$ cat src/rtl/uart_inst_loader_if.sv
// Loader-side bus: UART receive line in, instruction-memory write port and status out.
// slave = loader, master = host/memory side.
interface uart_inst_loader_if;
  logic        i_rxd;
  logic        o_mem_we;
  logic [7:0]  o_mem_addr;
  logic [31:0] o_mem_data;
  logic        o_cpu_hold;
  logic        o_done;
  logic        o_error;
  logic [2:0]  o_state;
  logic [7:0]  o_word_cnt;

  modport slave (
    input  i_rxd,
    output o_mem_we, o_mem_addr, o_mem_data, o_cpu_hold, o_done, o_error, o_state, o_word_cnt
  );

  modport master (
    output i_rxd,
    input  o_mem_we, o_mem_addr, o_mem_data, o_cpu_hold, o_done, o_error, o_state, o_word_cnt
  );
endinterface

$ cat src/rtl/uart_inst_loader.sv
// UART 8N1 program loader: frames bytes into 32-bit words, writes imem, holds the CPU until checksum ok.
// Latency: byte ready 2 sync cycles + ~9.5 bit times after start edge; write 1 cycle after 4th byte; no backpressure (host paces bytes).
module uart_inst_loader #(
  parameter int         CLKS_PER_BIT = 434,
  parameter logic [7:0] HEADER       = 8'hA5,
  parameter int         TIMEOUT_CYC  = 5_000_000
) (
  input  logic                iCLK,
  input  logic                iRST_N,
  uart_inst_loader_if.slave   bus
);

  localparam int HALF = CLKS_PER_BIT / 2;
  localparam int TO_W = $clog2(TIMEOUT_CYC + 1);

  typedef enum logic [2:0] {RX_IDLE, RX_START, RX_DATA, RX_STOP, RX_WAIT} rx_state_t;
  typedef enum logic [2:0] {
    ST_IDLE  = 3'd0,
    ST_COUNT = 3'd1,
    ST_DATA  = 3'd2,
    ST_CHECK = 3'd3,
    ST_DONE  = 3'd4,
    ST_ERR   = 3'd5
  } ld_state_t;

  logic        rxd_s1_q, rxd_s2_q, rxd_prev_q;
  rx_state_t   rx_state_q, rx_state_d;
  logic [15:0] bit_tmr_q, bit_tmr_d;
  logic [2:0]  bit_idx_q, bit_idx_d;
  logic [7:0]  shreg_q, shreg_d;
  logic        rx_valid_q, rx_valid_d;
  logic [7:0]  rx_byte_q, rx_byte_d;
  logic        rx_ferr_q, rx_ferr_d;

  ld_state_t   state_q, state_d;
  logic [8:0]  n_words_q, n_words_d;
  logic [8:0]  wr_tot_q, wr_tot_d;
  logic [1:0]  byte_idx_q, byte_idx_d;
  logic [31:0] word_q, word_d;
  logic [7:0]  csum_q, csum_d;
  logic [7:0]  word_cnt_q, word_cnt_d;
  logic        mem_we_q, mem_we_d;
  logic [7:0]  mem_addr_q, mem_addr_d;
  logic [31:0] mem_data_q, mem_data_d;
  logic [TO_W-1:0] to_cnt_q, to_cnt_d;
  logic        in_frame;

  // Receiver: mid-bit sampling off the synchronized line
  always_comb begin
    rx_state_d = rx_state_q;
    bit_tmr_d  = bit_tmr_q;
    bit_idx_d  = bit_idx_q;
    shreg_d    = shreg_q;
    rx_valid_d = 1'b0;
    rx_byte_d  = rx_byte_q;
    rx_ferr_d  = 1'b0;
    case (rx_state_q)
      RX_IDLE: begin
        bit_tmr_d = '0;
        if (rxd_prev_q && !rxd_s2_q) rx_state_d = RX_START;
      end
      RX_START: begin
        if (bit_tmr_q == 16'(HALF - 1)) begin
          bit_tmr_d  = '0;
          bit_idx_d  = '0;
          rx_state_d = rxd_s2_q ? RX_IDLE : RX_DATA;
        end else begin
          bit_tmr_d = bit_tmr_q + 16'd1;
        end
      end
      RX_DATA: begin
        if (bit_tmr_q == 16'(CLKS_PER_BIT - 1)) begin
          bit_tmr_d = '0;
          shreg_d   = {rxd_s2_q, shreg_q[7:1]};
          if (bit_idx_q == 3'd7) rx_state_d = RX_STOP;
          else                   bit_idx_d  = bit_idx_q + 3'd1;
        end else begin
          bit_tmr_d = bit_tmr_q + 16'd1;
        end
      end
      RX_STOP: begin
        if (bit_tmr_q == 16'(CLKS_PER_BIT - 1)) begin
          bit_tmr_d = '0;
          if (rxd_s2_q) begin
            rx_valid_d = 1'b1;
            rx_byte_d  = shreg_q;
            rx_state_d = RX_IDLE;
          end else begin
            rx_ferr_d  = 1'b1;
            rx_state_d = RX_WAIT;
          end
        end else begin
          bit_tmr_d = bit_tmr_q + 16'd1;
        end
      end
      RX_WAIT: if (rxd_s2_q) rx_state_d = RX_IDLE;
      default: rx_state_d = RX_IDLE;
    endcase
  end

  assign in_frame = (state_q == ST_COUNT) || (state_q == ST_DATA) || (state_q == ST_CHECK);

  always_comb begin
    state_d    = state_q;
    n_words_d  = n_words_q;
    wr_tot_d   = wr_tot_q;
    byte_idx_d = byte_idx_q;
    word_d     = word_q;
    csum_d     = csum_q;
    word_cnt_d = word_cnt_q;
    mem_we_d   = 1'b0;
    mem_addr_d = mem_addr_q;
    mem_data_d = mem_data_q;
    to_cnt_d   = (rx_valid_q || !in_frame) ? '0 : to_cnt_q + TO_W'(1);

    // Count advances the cycle after the write so the write carries the pre-increment address
    if (mem_we_q) begin
      word_cnt_d = word_cnt_q + 8'd1;
      wr_tot_d   = wr_tot_q + 9'd1;
    end

    case (state_q)
      ST_IDLE, ST_DONE, ST_ERR: begin
        if (rx_valid_q && rx_byte_q == HEADER) begin
          state_d    = ST_COUNT;
          word_cnt_d = '0;
          csum_d     = '0;
        end
      end
      ST_COUNT: begin
        if (rx_valid_q) begin
          n_words_d  = (rx_byte_q == 8'd0) ? 9'd256 : {1'b0, rx_byte_q};
          byte_idx_d = '0;
          wr_tot_d   = '0;
          state_d    = ST_DATA;
        end
      end
      ST_DATA: begin
        if (rx_valid_q) begin
          word_d     = {word_q[23:0], rx_byte_q};
          csum_d     = csum_q ^ rx_byte_q;
          byte_idx_d = byte_idx_q + 2'd1;
          if (byte_idx_q == 2'd3) begin
            mem_we_d   = 1'b1;
            mem_data_d = {word_q[23:0], rx_byte_q};
            mem_addr_d = word_cnt_q;
          end
        end
        if (mem_we_q && (wr_tot_q + 9'd1 == n_words_q)) state_d = ST_CHECK;
      end
      ST_CHECK: begin
        if (rx_valid_q) state_d = (rx_byte_q == csum_q) ? ST_DONE : ST_ERR;
      end
      default: state_d = ST_IDLE;
    endcase

    if (rx_ferr_q && state_q != ST_IDLE) state_d = ST_ERR;
    if (in_frame && !rx_valid_q && to_cnt_q == TO_W'(TIMEOUT_CYC - 1)) state_d = ST_ERR;
  end

  always_ff @(posedge iCLK or negedge iRST_N) begin
    if (!iRST_N) begin
      rxd_s1_q   <= 1'b1;
      rxd_s2_q   <= 1'b1;
      rxd_prev_q <= 1'b1;
      rx_state_q <= RX_IDLE;
      bit_tmr_q  <= '0;
      bit_idx_q  <= '0;
      shreg_q    <= '0;
      rx_valid_q <= 1'b0;
      rx_byte_q  <= '0;
      rx_ferr_q  <= 1'b0;
      state_q    <= ST_IDLE;
      n_words_q  <= '0;
      wr_tot_q   <= '0;
      byte_idx_q <= '0;
      word_q     <= '0;
      csum_q     <= '0;
      word_cnt_q <= '0;
      mem_we_q   <= 1'b0;
      mem_addr_q <= '0;
      mem_data_q <= '0;
      to_cnt_q   <= '0;
    end else begin
      rxd_s1_q   <= bus.i_rxd;
      rxd_s2_q   <= rxd_s1_q;
      rxd_prev_q <= rxd_s2_q;
      rx_state_q <= rx_state_d;
      bit_tmr_q  <= bit_tmr_d;
      bit_idx_q  <= bit_idx_d;
      shreg_q    <= shreg_d;
      rx_valid_q <= rx_valid_d;
      rx_byte_q  <= rx_byte_d;
      rx_ferr_q  <= rx_ferr_d;
      state_q    <= state_d;
      n_words_q  <= n_words_d;
      wr_tot_q   <= wr_tot_d;
      byte_idx_q <= byte_idx_d;
      word_q     <= word_d;
      csum_q     <= csum_d;
      word_cnt_q <= word_cnt_d;
      mem_we_q   <= mem_we_d;
      mem_addr_q <= mem_addr_d;
      mem_data_q <= mem_data_d;
      to_cnt_q   <= to_cnt_d;
    end
  end

  assign bus.o_mem_we   = mem_we_q;
  assign bus.o_mem_addr = mem_addr_q;
  assign bus.o_mem_data = mem_data_q;
  assign bus.o_state    = state_q;
  assign bus.o_word_cnt = word_cnt_q;
  assign bus.o_done     = (state_q == ST_DONE);
  assign bus.o_error    = (state_q == ST_ERR);
  assign bus.o_cpu_hold = in_frame || (state_q == ST_ERR);

endmodule

$ cat src/flat_wrapper.sv
// flat-port wrapper written by rule: the top's interface ports become plain ports
module uart_inst_loader_flat 
#(
  parameter int         CLKS_PER_BIT = 434,
  parameter logic [7:0] HEADER       = 8'hA5,
  parameter int         TIMEOUT_CYC  = 5_000_000
)
  (iCLK, iRST_N, bus_i_rxd, bus_o_mem_we, bus_o_mem_addr, bus_o_mem_data, bus_o_cpu_hold, bus_o_done, bus_o_error, bus_o_state, bus_o_word_cnt);
  uart_inst_loader_if bus_i ();
  input  logic iCLK;
  input  logic iRST_N;
  input wire logic [$bits(bus_i.i_rxd)-1:0] bus_i_rxd;
  output wire logic [$bits(bus_i.o_mem_we)-1:0] bus_o_mem_we;
  output wire logic [$bits(bus_i.o_mem_addr)-1:0] bus_o_mem_addr;
  output wire logic [$bits(bus_i.o_mem_data)-1:0] bus_o_mem_data;
  output wire logic [$bits(bus_i.o_cpu_hold)-1:0] bus_o_cpu_hold;
  output wire logic [$bits(bus_i.o_done)-1:0] bus_o_done;
  output wire logic [$bits(bus_i.o_error)-1:0] bus_o_error;
  output wire logic [$bits(bus_i.o_state)-1:0] bus_o_state;
  output wire logic [$bits(bus_i.o_word_cnt)-1:0] bus_o_word_cnt;
  assign bus_i.i_rxd = bus_i_rxd;
  assign bus_o_mem_we = bus_i.o_mem_we;
  assign bus_o_mem_addr = bus_i.o_mem_addr;
  assign bus_o_mem_data = bus_i.o_mem_data;
  assign bus_o_cpu_hold = bus_i.o_cpu_hold;
  assign bus_o_done = bus_i.o_done;
  assign bus_o_error = bus_i.o_error;
  assign bus_o_state = bus_i.o_state;
  assign bus_o_word_cnt = bus_i.o_word_cnt;
  uart_inst_loader #(.CLKS_PER_BIT(CLKS_PER_BIT), .HEADER(HEADER), .TIMEOUT_CYC(TIMEOUT_CYC)) u_core (.iCLK(iCLK), .iRST_N(iRST_N), .bus(bus_i));
endmodule
$ cat config.mk
export PLATFORM = sky130hd
export DESIGN_NAME = uart_inst_loader_flat
export DESIGN_NICKNAME = d
export VERILOG_FILES = /design/src/rtl/uart_inst_loader_if.sv /design/src/rtl/uart_inst_loader.sv /design/src/flat_wrapper.sv
export SDC_FILE = /design/constraint.sdc
export NUM_CORES = 1
export LEC_CHECK = 0
export ABC_AREA = 0
export BUFFER_PORTS_ARGS = -buffer_cell sky130_fd_sc_hd__buf_2
export CAP_MARGIN = 25
export CORE_UTILIZATION = 60
export CTS_CLUSTER_SIZE = 24
export DETAILED_ROUTE_END_ITERATION = 6
export PLACE_DENSITY = 0.85
export SYNTH_ARGS = -nofsm -noshare
export SYNTH_HDL_FRONTEND = slang
export SYNTH_SLANG_ARGS = --single-unit
$ cat constraint.sdc
create_clock -name iCLK -period 2.7 [get_ports iCLK]
set_clock_uncertainty 0.2 [all_clocks]
set_input_delay 0.54 -clock iCLK [delete_from_list [all_inputs] [get_ports iCLK]]
set_output_delay 0.54 -clock iCLK [all_outputs]
set_load 0.01 [all_outputs]
* Word-level counts from Yosys, hierarchy flattened
Cells that the tools add are included.
** Storage, ports and cells
- Bits in read-only memories :: 0
- Register bits after elaboration :: 170
- Latch bits :: 0
- Bits in writable memories :: 0
- Word-level logic and storage cells :: 139
- Output and inout port bits :: 55
- Input bits :: 3
- Memories kept :: 0
** Operators by class
- Mux-type cells :: 47
- Bitwise gates (word level) :: 1
- Eq/ne operators :: 31
- Reduce and logical (&&, ||, !) cells :: 33
- Shift-type cells :: 0
- Magnitude comparators :: 0
- $add $sub $neg :: 6
- Multiply operators :: 0
- Divide/modulo/power cells :: 0
** Operators with widths (count)
- $mux 3 :: 16
- $pmux 16 s3 :: 1
- $mux 8 :: 5
- $mux 9 :: 4
- $mux 16 :: 2
- $add 23x1->23 const B :: 1
- $eq 23x23->1 const B :: 1
- $mux 23 :: 1
- $ne 2x1->1 const B :: 9
- $add 16x1->16 const B :: 1
- $eq 16x8->1 const B :: 1
- $eq 16x9->1 const B :: 1
- $pmux 8 s2 :: 1
- $pmux 3 s5 :: 1
- $eq 3x2->1 const B :: 4
- $eq 3x3->1 const B :: 4
- $pmux 3 s4 :: 1
- $reduce_and 3->1 :: 4
- $mux 1 :: 10
- $add 9x1->9 const B :: 1
- $eq 9x9->1 :: 1
- $add 8x1->8 const B :: 1
- $eq 8x8->1 :: 1
- $eq 8x8->1 const B :: 1
- other kinds (24) :: 45

* Logic depth before layout (Yosys ltp)
- Depth after elaboration :: 7
- Mapped depth :: 10
- Depth with buffers taken out :: 8

* Least setup slack after synthesis
No wires, ideal clock.
- Path kind :: register to register
- Start point :: register u_core.bit_tmr_q[1]
- End point :: register u_core.bit_idx_q[0]
- Data required time :: 2.379 ns
- Setup slack :: 0.536 ns
- Buffers on the path :: 0
- Stages on the path, launching flop included :: 8
- Library setup time :: 0.121 ns
- Clock period less this slack :: 2.164 ns
- Arrival :: 1.843 ns
- Path through :: dfrtp_1 -> inv_1 -> ha_1 -> nor4bb_1 -> nand4_1 -> a21oi_1 -> mux2_2 -> a22o_1
** Between the ends
- Longest elaborated chain between the ends :: 3
- Elaborated cells on any way between the ends :: 5
- Those cells by class :: eq/ne (4); reduce/logical (1)
** Ends and longest elaborated chain
- start: declaration :: RTL line uart_inst_loader.sv:28 : logic [15:0] bit_tmr_q, bit_tmr_d;
- start signal: assignment :: RTL line uart_inst_loader.sv:189 : bit_tmr_q <= bit_tmr_d;
- $eq 16x9->1 / $eq 16x8->1 (equally long branches) :: RTL line uart_inst_loader.sv:72, uart_inst_loader.sv:63
- $ne 2x1->1 (no line)
- $reduce_and 4->1 (no line) *
- end signal: assignment :: RTL line uart_inst_loader.sv:190 : bit_idx_q <= bit_idx_d;
- end: declaration :: RTL line uart_inst_loader.sv:29 : logic [2:0] bit_idx_q, bit_idx_d;
Mark *: on every way between the ends. The rest lies on a longest branch, timed or not.
A chain may end at the register's enable or synchronous reset.

* Final worst setup path
- Start point :: register u_core.bit_tmr_q[1]
- End point :: register u_core.rx_byte_q[1]
** Between the ends
- Longest elaborated chain between the ends :: 2
** Ends and longest elaborated chain
- $eq 16x9->1 :: RTL line uart_inst_loader.sv:82 : if (bit_tmr_q == 16'(CLKS_PER_BIT - 1)) begin
- $reduce_and 3->1 (no line)
- end signal: assignment :: RTL line uart_inst_loader.sv:193 : rx_byte_q <= rx_byte_d;
- end: declaration :: RTL line uart_inst_loader.sv:32 : logic [7:0] rx_byte_q, rx_byte_d;
Every way passes these cells.

==> summary.txt <==
Status
  – Status: finished, final reports clean

GRT
  – Grt total ovfl: 0
  – Initial antenna violation count: 0
  – First-pass GRT wire length: around 27000 microns
  – Pin count of the biggest net entering global routing: between 60 and 70
  – GRT Total Usage: 26.1%
  – Vias in the first global route: 5530

Clock tree
  – Clock sink count: between 150 and 200
  – Postcts setup bufs: 0
  – CTS Buf Count: 17
  – H-tree Lvls: 4
  – CTS clk-pin slew, worst paths: 0.06 ns
  – Insertion delay of the later-clocked pin in the worst-skew pair: 0.43 ns
  – Root Buffer: clkbuf_16
  – CTS tree: yes
  – CTS Buffer Depth: 2

Timing
  – Max_slew headroom: 59.8%
  – Final cycle utilization of the critical path: 92.2%
  – Slew @ Worst Pin: 0.598 ns
  – Endpoints failing setup: 0
  – Crit path time final: 2.49 ns
  – Hold Vio Cnt, Final: 0
  – F_max: 402 MHz
  – Slew Viols, Final: 0
  – Final WS setup: 0.212 ns
  – Setup TNS: 0 ns
  – RSZ-0062 raised after global routing: false

Placed design
  – DP Worst Slack: 0.185 ns
  – Final HPWL DP: between 10000 and 15000 microns
  – GP Congestion: 0.884
  – Dpl cell area: 8210 sq um
  – Port bufs: 57

Worst setup path
  – CP arrival: 2.60 ns
  – Required @ worst endpoint: 2.81 ns
  – Worst Path Max Fanout: 8
  – CP Class: reg -> reg
  – Setup crit start kind: flop
  – R2R setup slack: 0.21 ns
  – Setup crit end kind: flop

Die
  – Effective utilization at floorplan: 61.4%
  – Num ports: 58
  – Core ar.: ~13000 sq um
  – Die Y: 115 microns
  – Die Width: 115 microns
  – Die area: 13300 sq um
  – # rows: 41

Routing
  – Post-route ant nets: 0
  – WL met3: 681 microns
  – WL/cell: approximately 17 microns
  – Vias: 5600
  – Met2 wire length: 8030 microns
  – Drt first pass iters: 5
  – Vias per cell: 5.79
  – First DRT Iteration DRCs: 385
  – DRC Markers: 0
  – Total wire length after detailed routing: 16000 microns
  – Metal1 wirelength: a little under 7000 microns
  – Top layer in use: met4

Layout
  – Design area: 8850 sq um
  – Area of the multi-input gates: 3220 sq um
  – Sequential cell area: 4260 sq um
  – Post-layout util: 70.4%
  – Fillers: 843
  – Layout cells sized above 1: 22.9%
  – Ant. Diodes: 0
  – Final nets: 794
  – Area Growth Syn to Fin: 14.7%

Synth
  – Post-synth top cells: 167 x dfrtp_1, 116 x nand2_1, 70 x nor2_1, 62 x mux2_2, 32 x xor2_1
  – Yosys cell types: 51
  – Syn_area_per_cell: 10.7 sq um
  – Area leader, netlist: dfrtp_1
  – Seq cells post-synth: 170
  – Cell count after synthesis: just over 700
  – Synth Net Count: between 700 and 800
  – Synth top area share: a little over half
  – Synth warnings: 0
  – Ys async rst share: 100%
  – Top FF cell, synth: dfrtp_1
  – Top-count cell post-synth: dfrtp_1
  – Main area contributors after synthesis: dfrtp_1 54%, mux2_2 9.0%, nand2_1 5.6%
  – Seq/Total Area, Yosys: between 50% and 60%
  – Number of flops mapped to enable cells by yosys: 0
  – Synth Cell Area: 7720 sq um

Min path
  – Hold WC Path Type: reg -> reg

Power and ir drop
  – Power density over the cells: 638 nW/um^2
  – VDD IR max: 479 uV
  – Tot Pwr: 0.00564 W
  – Pleak: 4.56 nW

Job
  – Max-cap viol count: 0
[layer usage]
layer / vias up / global-route usage, %
met2: 158 / 42.8
met3: 38 / 5.49
li1: 2587 / -
met5: - / 0
met4: 0 / 11.8
met1: 2817 / 33.5
[registers in the layout, summed over array words and instances (netlist names), 9 cells and up]
name / cells
u_core.bit_tmr_q: 16
u_core.bus.o_mem_data: 32
u_core.n_words_q: 9
u_core.to_cnt_q: 23
u_core.word_q: 24
u_core.wr_tot_q: 9
[logic make-up after synthesis]
family / count (synthesis) / synth area share, %
simple gates: 285 / 17.1
fa+ha+maj: 9 / 1.46
flops: 170 / 55.2
compound gates: 82 / 7.00
buf+inv: 57 / 3.37
mux: 68 / 9.86
xor+xnor: 53 / 6.01
[final cells by class]
cell class | instances | share of cell area [%]
sequential | 170 | 48.1
multi-input combinational | 497 | 36.3
clock buffer | 18 | 4.85
inverter | 20 | 0.848
clock inverter | 14 | 2.11
tap | 172 | 2.43
timing repair buffer | 76 | 5.33
[placed cells by master (no fill, tap or decap), types with 5 or more instances in the layout]
cell and count:
nand2_1 115, and3_1 13, a21o_1 5, a21oi_1 12, o22ai_1 5, inv_1 20, ha_1 9, xor2_1 32
inv_6 5, nor2b_1 6, nor3_1 11, xnor2_1 21, clkbuf_16 17, a31oi_1 10, dfrtp_1 167, a22o_1 9
o21ai_0 26, mux2_2 62, nor2_1 69, buf_2 56, nand3_1 18, nand4_1 17, buf_4 14
[path summary, 6_finish.rpt]
| kind | depth (start not counted) | startpoint | to |
|---|---|---|---|
| max | 7 | u_core.bit_tmr_q[1]$_DFFE_PN0P_ | u_core.rx_byte_q[1]$_DFFE_PN0P_ |
| min | 0 | u_core.rxd_s1_q$_DFF_PN1_ | u_core.rxd_s2_q$_DFF_PN1_ |
| max reg2reg | 7 | u_core.bit_tmr_q[1]$_DFFE_PN0P_ | u_core.rx_byte_q[1]$_DFFE_PN0P_ |
| min reg2reg | 0 | u_core.rxd_s1_q$_DFF_PN1_ | u_core.rxd_s2_q$_DFF_PN1_ |
| max in group asynchronous | 3 | iRST_N | u_core.to_cnt_q[1]$_DFF_PN0_ |
| min in group asynchronous | 2 | iRST_N | u_core.bus.o_mem_data[27]$_DFFE_PN0P_ |
[power breakdown]
group	internal [W]	switching, W
sequential	0.00260	0.0000705
combinational	0.000170	0.000264
clock	0.00148	0.00106
[per-stage QoR]
stage	cells	hold slack (ns)
floorplan	724	0.0444
global placement	932	0.150
detailed placement	933	0.148
CTS	967	0.157
global route	967	0.158
finish	967	0.156
[worst max-delay path: stages, from the launching register on]
cell and delay (ns):
dfrtp_1 0.39, inv_1 0.10, ha_1 0.15, nor4bb_1 0.40, nand2_1 0.11, nor2_1 0.19
nand4_1 0.41, mux2_2 0.43
[timing repair]
action                                 CTS  global route
gates resized for setup                  0             1
hold buffers                             2             0
setup endpoints to repair                0             5
endpoints found under the hold margin   59             0
No activity file was read; power rests on OpenSTA's default activity.
